==> config.mk <==
export PLATFORM = sky130hd
export DESIGN_NAME = clk_div_prog
export DESIGN_NICKNAME = d
export VERILOG_FILES = /design/src/rtl/clk_div_prog.sv
export SDC_FILE = /design/constraint.sdc
export NUM_CORES = 1
export LEC_CHECK = 0
export BUFFER_PORTS_ARGS = -buffer_cell sky130_fd_sc_hd__buf_2
export CAP_MARGIN = 20
export CORE_MARGIN = 10
export CORE_UTILIZATION = 30
export DETAILED_ROUTE_END_ITERATION = 8
export MAX_ROUTING_LAYER = met4
export PLACE_DENSITY = 0.42
export SYNTH_ARGS = -nofsm -noshare
export SYNTH_HDL_FRONTEND = slang
export SYNTH_SLANG_ARGS = --single-unit
==> constraint.sdc <==
create_clock -name clk -period 3.5 [get_ports clk]
set_input_delay 0.7 -clock clk [delete_from_list [all_inputs] [get_ports clk]]
set_output_delay 0.7 -clock clk [all_outputs]
set_load 0.005 [all_outputs]
==> src/rtl/clk_div_prog.sv <==
// rtl/clk_div_prog.sv - runtime-programmable clock divider with tick strobe and boundary-synchronous reload
// Optional period counter output enabled by defining CLKDIV_PERIOD_CNT_EN.
module clk_div_prog #(
  parameter int DIV_W       = 16,
  parameter int DEFAULT_DIV = 2
) (
  input  logic             clk,
  input  logic             rst,
  input  logic             en,
  input  logic [DIV_W-1:0] div_val,
  input  logic             div_load,
  output logic             clkout,
  output logic             tick,
  output logic             load_pend,
  output logic [DIV_W-1:0] div_act
`ifdef CLKDIV_PERIOD_CNT_EN
  ,
  output logic [31:0]      period_cnt
`endif
);

  localparam logic [DIV_W-1:0] DEF_DIV = DIV_W'(DEFAULT_DIV);

  typedef enum logic {
    IDLE = 1'b0,
    RUN  = 1'b1
  } state_t;

  state_t           r_state;
  state_t           w_state_nx;
  logic [DIV_W-1:0] r_cnt;
  logic [DIV_W-1:0] w_cnt_nx;
  logic [DIV_W-1:0] r_div_act;
  logic [DIV_W-1:0] w_act_nx;
  logic [DIV_W-1:0] r_pend_div;
  logic [DIV_W-1:0] w_pdiv_nx;
  logic             r_load_pend;
  logic             w_pend_nx;
  logic             r_clkout;
  logic             w_clk_nx;
  logic             r_tick;
  logic             w_tick_nx;
  logic             w_last;
  logic [DIV_W-1:0] w_cnt_inc;
  logic [DIV_W-1:0] w_next_div;

  // High phase is the first ceil(N/2) counts; extra bit keeps N+1 from overflowing.
  function automatic logic level(input logic [DIV_W-1:0] n, input logic [DIV_W-1:0] c);
    logic [DIV_W:0] hi;
    hi = ({1'b0, n} + {{DIV_W{1'b0}}, 1'b1}) >> 1;
    return ({1'b0, c} < hi);
  endfunction

  assign w_last     = (r_cnt == (r_div_act - 1'b1));
  assign w_cnt_inc  = r_cnt + 1'b1;
  // Divisor for the period about to start: a same-cycle load beats an older pending one.
  assign w_next_div = div_load ? div_val : (r_load_pend ? r_pend_div : r_div_act);

  always_comb begin
    w_state_nx = r_state;
    w_cnt_nx   = r_cnt;
    w_act_nx   = r_div_act;
    w_pdiv_nx  = r_pend_div;
    w_pend_nx  = r_load_pend;
    w_clk_nx   = 1'b0;
    w_tick_nx  = 1'b0;
    case (r_state)
      IDLE: begin
        w_cnt_nx  = '0;
        w_pend_nx = 1'b0;
        if (div_load) w_act_nx = div_val;
        if (en && (r_div_act != '0)) begin
          w_state_nx = RUN;
          w_tick_nx  = 1'b1;
          w_clk_nx   = 1'b1;
        end
      end
      RUN: begin
        if (!en || (r_div_act == '0)) begin
          w_state_nx = IDLE;
          w_cnt_nx   = '0;
          w_pend_nx  = 1'b0;
          w_act_nx   = w_next_div;
        end else if (w_last) begin
          w_cnt_nx  = '0;
          w_pend_nx = 1'b0;
          w_act_nx  = w_next_div;
          // A zero divisor applied here starts no period; the next edge idles.
          w_tick_nx = (w_next_div != '0);
          w_clk_nx  = level(w_next_div, '0);
        end else begin
          w_cnt_nx = w_cnt_inc;
          w_clk_nx = level(r_div_act, w_cnt_inc);
          if (div_load) begin
            w_pdiv_nx = div_val;
            w_pend_nx = 1'b1;
          end
        end
      end
      default: begin
        w_state_nx = IDLE;
        w_cnt_nx   = '0;
      end
    endcase
  end

  always_ff @(posedge clk) begin
    if (!rst) begin
      r_state     <= IDLE;
      r_cnt       <= '0;
      r_div_act   <= DEF_DIV;
      r_pend_div  <= '0;
      r_load_pend <= 1'b0;
      r_clkout    <= 1'b0;
      r_tick      <= 1'b0;
    end else begin
      r_state     <= w_state_nx;
      r_cnt       <= w_cnt_nx;
      r_div_act   <= w_act_nx;
      r_pend_div  <= w_pdiv_nx;
      r_load_pend <= w_pend_nx;
      r_clkout    <= w_clk_nx;
      r_tick      <= w_tick_nx;
    end
  end

`ifdef CLKDIV_PERIOD_CNT_EN
  logic [31:0] r_period_cnt;

  always_ff @(posedge clk) begin
    if (!rst) begin
      r_period_cnt <= '0;
    end else if (w_state_nx == IDLE) begin
      r_period_cnt <= '0;
    end else if (w_tick_nx) begin
      r_period_cnt <= r_period_cnt + 32'd1;
    end
  end

  assign period_cnt = r_period_cnt;
`endif

  assign clkout    = r_clkout;
  assign tick      = r_tick;
  assign load_pend = r_load_pend;
  assign div_act   = r_div_act;

endmodule

* Word level (Yosys, flattened, before mapping) *
Cells that the tools add are included.

cells by class
  equal/unequal tests = 4
  magnitude comparators = 2
  reduce and logical (&&, ||, !) cells = 8
  bitwise logic cells = 3
  multiplexer cells = 22
  $add $sub $neg = 4

operators with widths
  operator                                                                       number
  16-bit two-way mux                                                             7
  16-bit case mux with 2 select lines                                            2
  16-bit by 1-bit adder with 17-bit output (second input constant)               2
  16-bit nonzero test                                                            2
  16-bit by 1-bit adder with 16-bit output (second input constant)               1
  16-bit equality test                                                           1
  16-bit zero test                                                               1
  1-bit by 16-bit less-than comparator with 1-bit output (first input constant)  1
  16-bit less-than comparator                                                    1
  16-bit by 1-bit subtractor with 16-bit output (second input constant)          1
  1-bit two-way mux                                                              9
  1-bit case mux with 2 select lines                                             4
  4-bit by 2-bit inequality test with 1-bit output (second input constant)       1
  4-bit AND reduction                                                            1
  3-bit by 1-bit inequality test with 1-bit output (second input constant)       1
  1-bit NOT                                                                      3
  2-bit inequality test (second input constant)                                  1
  2-bit AND reduction                                                            1
  1-bit logical AND                                                              1
  1-bit zero test                                                                1
  1-bit logical OR                                                               1

storage, ports and cells
  logic and storage cells = 50
  bits of input ports = 20
  flip-flop bits (word level) = 52
  output and inout bits = 19

* Depth between registers and ports, before layout *
  depth after elaboration = 7
  depth in mapped cells = 14
  mapped depth without buffers = 13

* Worst setup path after synthesis *
Ideal clock, no wire load.

  path type = flip-flop to flip-flop
  start point = register r_div_act[0] (netlist: div_act[0])
  end point = register r_div_act[1] (netlist: div_act[1])
  arrival time = 2796 ps
  setup time = 123 ps
  required time = 3377 ps
  cell stages (with the launch flop) = 9
  clock period less this slack = 2919 ps
  buffers on the path = 1
  setup slack = 581 ps
  cell sequence = dfxtp_1 > or4_1 > buf_2 > or4_4 > or4_1 > a22oi_1 > o2111a_2 > o22ai_4 > mux2_1

on the way
  longest elaborated chain between the ends = 4
  elaborated cells between the ends (all ways) = 8
  classes of those cells = add/sub: 1; eq/ne: 2; mux: 2; reduce/logical: 3

ends and longest elaborated chain
  element                                                                                                  line    RTL
  start: declaration                                                                                       33      logic [DIV_W-1:0] r_div_act;
  start signal: assignment                                                                                 119     r_div_act <= w_act_nx;
  16-bit by 1-bit subtractor with 16-bit output / 16-bit zero test (equally long branches)                 54, 79
  16-bit equality test / 1-bit logical OR (equally long branches)                                          54, 79
  3-bit by 1-bit inequality test with 1-bit output (no line) / 16-bit two-way mux (equally long branches)  -
  2-bit AND reduction (no line) / 16-bit case mux with 2 select lines (equally long branches)              -

Several ways; a longest one is shown, not always the timed one.
A chain may end at the register's enable or synchronous reset.

* Worst setup path after layout *
  start point = register r_div_act[1] (netlist: div_act[1])
  end point = register r_div_act[1] (netlist: div_act[1])

on the way
  longest elaborated chain between the ends = 5
  elaborated cells between the ends (all ways) = 11
  classes of those cells = add/sub: 1; eq/ne: 2; mux: 5; reduce/logical: 3

ends and longest elaborated chain
  element
  branches (longest 5 deep; another with 16-bit by 1-bit subtractor with 16-bit output)

Several ways; the timed one is not identified. The select of a mux whose other input is x is not followed.

==> parameters.txt <==
Parameter                              Value

Yosys
  Flop and latch count out of synthesis ... 52
  Most used DFF post-synth ... dfxtp_1
  Synth Cell Area ... approximately 0.0042 sq mm
  Fraction of post-synthesis cell area in the top cell type by area ... about 25%
  Number of warning messages in the yosys log ... 0
  Post-synth cell types ... 63
  Leading area contributor after synthesis ... dfxtp_1
  Share of synthesized area occupied by flip-flops and latches ... about a quarter
  Mean Syn Cell Area ... around 7.9 sq um
  Fraction of registers with async set/reset ... 0%
  Gate count of the mapped netlist ... 534
  Leading cell types by count after synthesis ... 105 x nand2_1, 52 x dfxtp_1, 47 x mux2i_1
  Number of nets produced by synthesis ... 574
  Number of enable flip-flop cells after synthesis ... 0
  Cells taking the most area after synthesis ... dfxtp_1 25%, mux2i_1 11%, nand2_1 9.4%
  Most frequent cell after synthesis ... nand2_1

Drt
  Count of unresolved DRC violations after routing ... 0
  Vias per cell ... between 5 and 6
  Number of optimization iterations in the first detailed-route pass ... 4
  Number of DRC markers in iteration 0 ... ~140
  Vias after detailed routing ... between 3,000 and 4,000
  Total wire length after detailed routing ... about 12,000 um
  Number of routed nets with antenna violations ... 0
  WL per Instance ... approximately 17 um

Worst setup path
  Nature of the critical path endpoint ... flop
  Arrival time worst endpoint ... 3.41 ns
  CP delay by family, top ... simple AND/OR/NAND/NOR gates
  Highest cell delay on the worst timing path ... between 0.6 and 0.7 ns
  Sequence of cells on the critical path ... or4_1 -> or4_4 -> or4_1 -> a22oi_1 -> o2111a_2 -> o22ai_4 -> mux2_1
  Endpoint required time on the critical path ... 3.70 ns
  Startpoint-to-endpoint class of the critical path ... reg2reg
  Buffers & Inverters on Critical Path ... 0
  Setup crit start kind ... flop
  CP max-delay cell ... or4_1
  Largest fanout on the critical path ... 16
  Library cell appearing most often on the critical path ... or4_1

Power
  Pwr/cell area ... about 330 mW/mm^2
  Worst supply voltage drop on vdd ... around 200 uV
  Leak Pwr ... roughly 1.8 nW

Layout
  FILL cells ... approximately 1,500
  Antenna cells ... 0
  Core occupancy in the finished layout ... around a third
  Final nets ... around 600
  Area Growth Syn to Fin ... 15.0%
  Layout cells sized above 1 ... between 10% and 20%

CTS
  TritonCTS clock tree ... built
  Total of hold buffers inserted after clock tree synthesis ... 0
  # Post-CTS Setup Buffers ... 0
  Clock-pin slew reported for the worst setup and hold paths after clock tree synthesis ... 0.08 ns
  Number of clock sinks ... 52
  Clock network latency to the later pin of the worst-skew pair ... 0.31 ns
  Buffer levels on the longest clock path ... 2
  Number of instances resized during post-cts repair ... 0
  CTS H-tree lvls ... 2
  Number of CTS-inserted buffers ... 5
  CTS Root Buffer Type ... clkbuf_16

Place
  Detailed-placement wirelength estimate ... about 9500 um
  Quantity of I/O buffers inserted on ports ... 38
  GP Congestion ... about 0.85
  Placement Setup Slack ... ~0.14 ns

STA
  Final setup viols ... 0
  Worst clock skew ... about 0.011 ns
  RSZ-0062 raised after global routing ... false
  Maximum clock frequency ... 312 MHz
  Final critical-path share of the clock period ... just over 90%
  Max-slew violations ... 0
  Final sum of negative setup slack ... 0 ns
  Slew margin rel. ... between 40% and 50%
  Slew at the pin with the worst max-slew slack ... about 0.79 ns
  Crit path setup slack, layout ... ~0.29 ns
  Final Critical Period ... 3.21 ns
  Final hold violation count ... 0

Outcome
  Outcome ... complete, no violations

Floorplanning
  Placeable core region ... approximately 0.014 sq mm
  Count of pins on the block boundary ... 39
  Floorplan die area ... ~0.019 sq mm
  Starting utilization of the core area ... between 30% and 40%
  Number of rows in the core area ... 43
  Horiz. Die Dim ... 138 um
  Height of the die ... roughly 140 um

Global route
  Pin count of the biggest net entering global routing ... 65
  Number of global-route vias before repair ... 3,840
  Global-route usage over all layers ... between 10% and 20%
  Global-route wire length before repair ... 20,700 um
  Overflow after GRT ... 0
  Initial antenna violation count ... 0

Min path
  Class of the most critical hold timing path ... reg2reg

Job
  Max-cap violation count ... 0
-- sequential cells by signal (all words and copies together) (netlist names) --
name / cells
r_state: 1
r_pend_div: 16
div_act: 16
r_cnt: 16
clkout: 1
load_pend: 1
tick: 1
-- cells by family after synthesis --
logic type               Yosys count  synth area share [%]
AO/OA/AOI/OAI                     73                  12.3
XOR/XNOR                          44                  9.17
adder cells (fa/ha/maj)           20                  5.96
buffers and inverters             46                  4.65
flip-flops                        52                  24.8
multiplexers                      64                  15.8
AND/OR/NAND/NOR                  235                  27.3
-- tightest hold or removal path: cells and delay by family (launching register included) --
kind	cells	cell delay, ns
DFF	1	0.31
and+or+nand+nor	1	0.05
muxes	1	0.05
-- metal layers --
layer  vias to the layer above  share of wire [%]  track usage [%]
met1                      1811                 48             16.3
met4                         0                1.0             3.44
met3                         5                1.7             2.12
li1                       1948                  -                -
met2                        36                 50             22.4
met5                         -                  0                -
-- through the flow --
| stage | area [sq um] | hold WS [ns] | power, W | instances |
|---|---|---|---|---|
| after global routing | 4830 | 0.471 | 0.00170 | 750 |
| after global placement | 4650 | 0.442 | 0.00106 | 741 |
| after detailed placement | 4650 | 0.446 | 0.00107 | 741 |
| after CTS | 4810 | 0.460 | 0.00162 | 749 |
| final | 4830 | 0.459 | 0.00160 | 750 |
| after floorplan | 4200 | 0.431 | 0.000926 | 534 |
-- worst paths after layout --
path                  start             end  slack, ns  depth (start not counted)
max reg2reg      div_act[1]      div_act[1]       0.29                          7
min          r_pend_div[15]  r_pend_div[15]       0.46                          2
min reg2reg  r_pend_div[15]  r_pend_div[15]       0.46                          2
max              div_act[1]      div_act[1]       0.29                          7
-- cell usage in the layout (no fill, tap or decap), types with 7 or more instances in the layout --
cell,count
nand2_1,105
dfxtp_1,51
mux2i_1,47
buf_2,38
nor2_1,32
xnor2_1,30
buf_4,26
o21ai_0,25
ha_1,20
nand3_1,17
mux2_2,16
xor2_1,14
nor2b_1,14
inv_1,9
and3_1,9
nor3_1,8
nand4_1,7
nor4_1,7
-- report_power, final --
| part | switching (W) | total, W | internal, W |
|---|---|---|---|
| clock network | 0.000261 | 0.000552 | 0.000291 |
| registers | 0.0000270 | 0.000641 | 0.000614 |
| logic | 0.000234 | 0.000411 | 0.000177 |
-- cell type report --
cell class | instances | area, sq um | share of cell area, %
repair buffers | 65 | 400 | 8.29
well taps | 180 | 225 | 4.66
clock buffers | 6 | 139 | 2.88
clock inverters | 2 | 17.5 | 0.363
flip-flops and latches | 52 | 1040 | 21.6
multi-input cells | 436 | 2970 | 61.5
inverters | 9 | 33.8 | 0.699
Note: power is estimated with default switching activity, not from simulation.
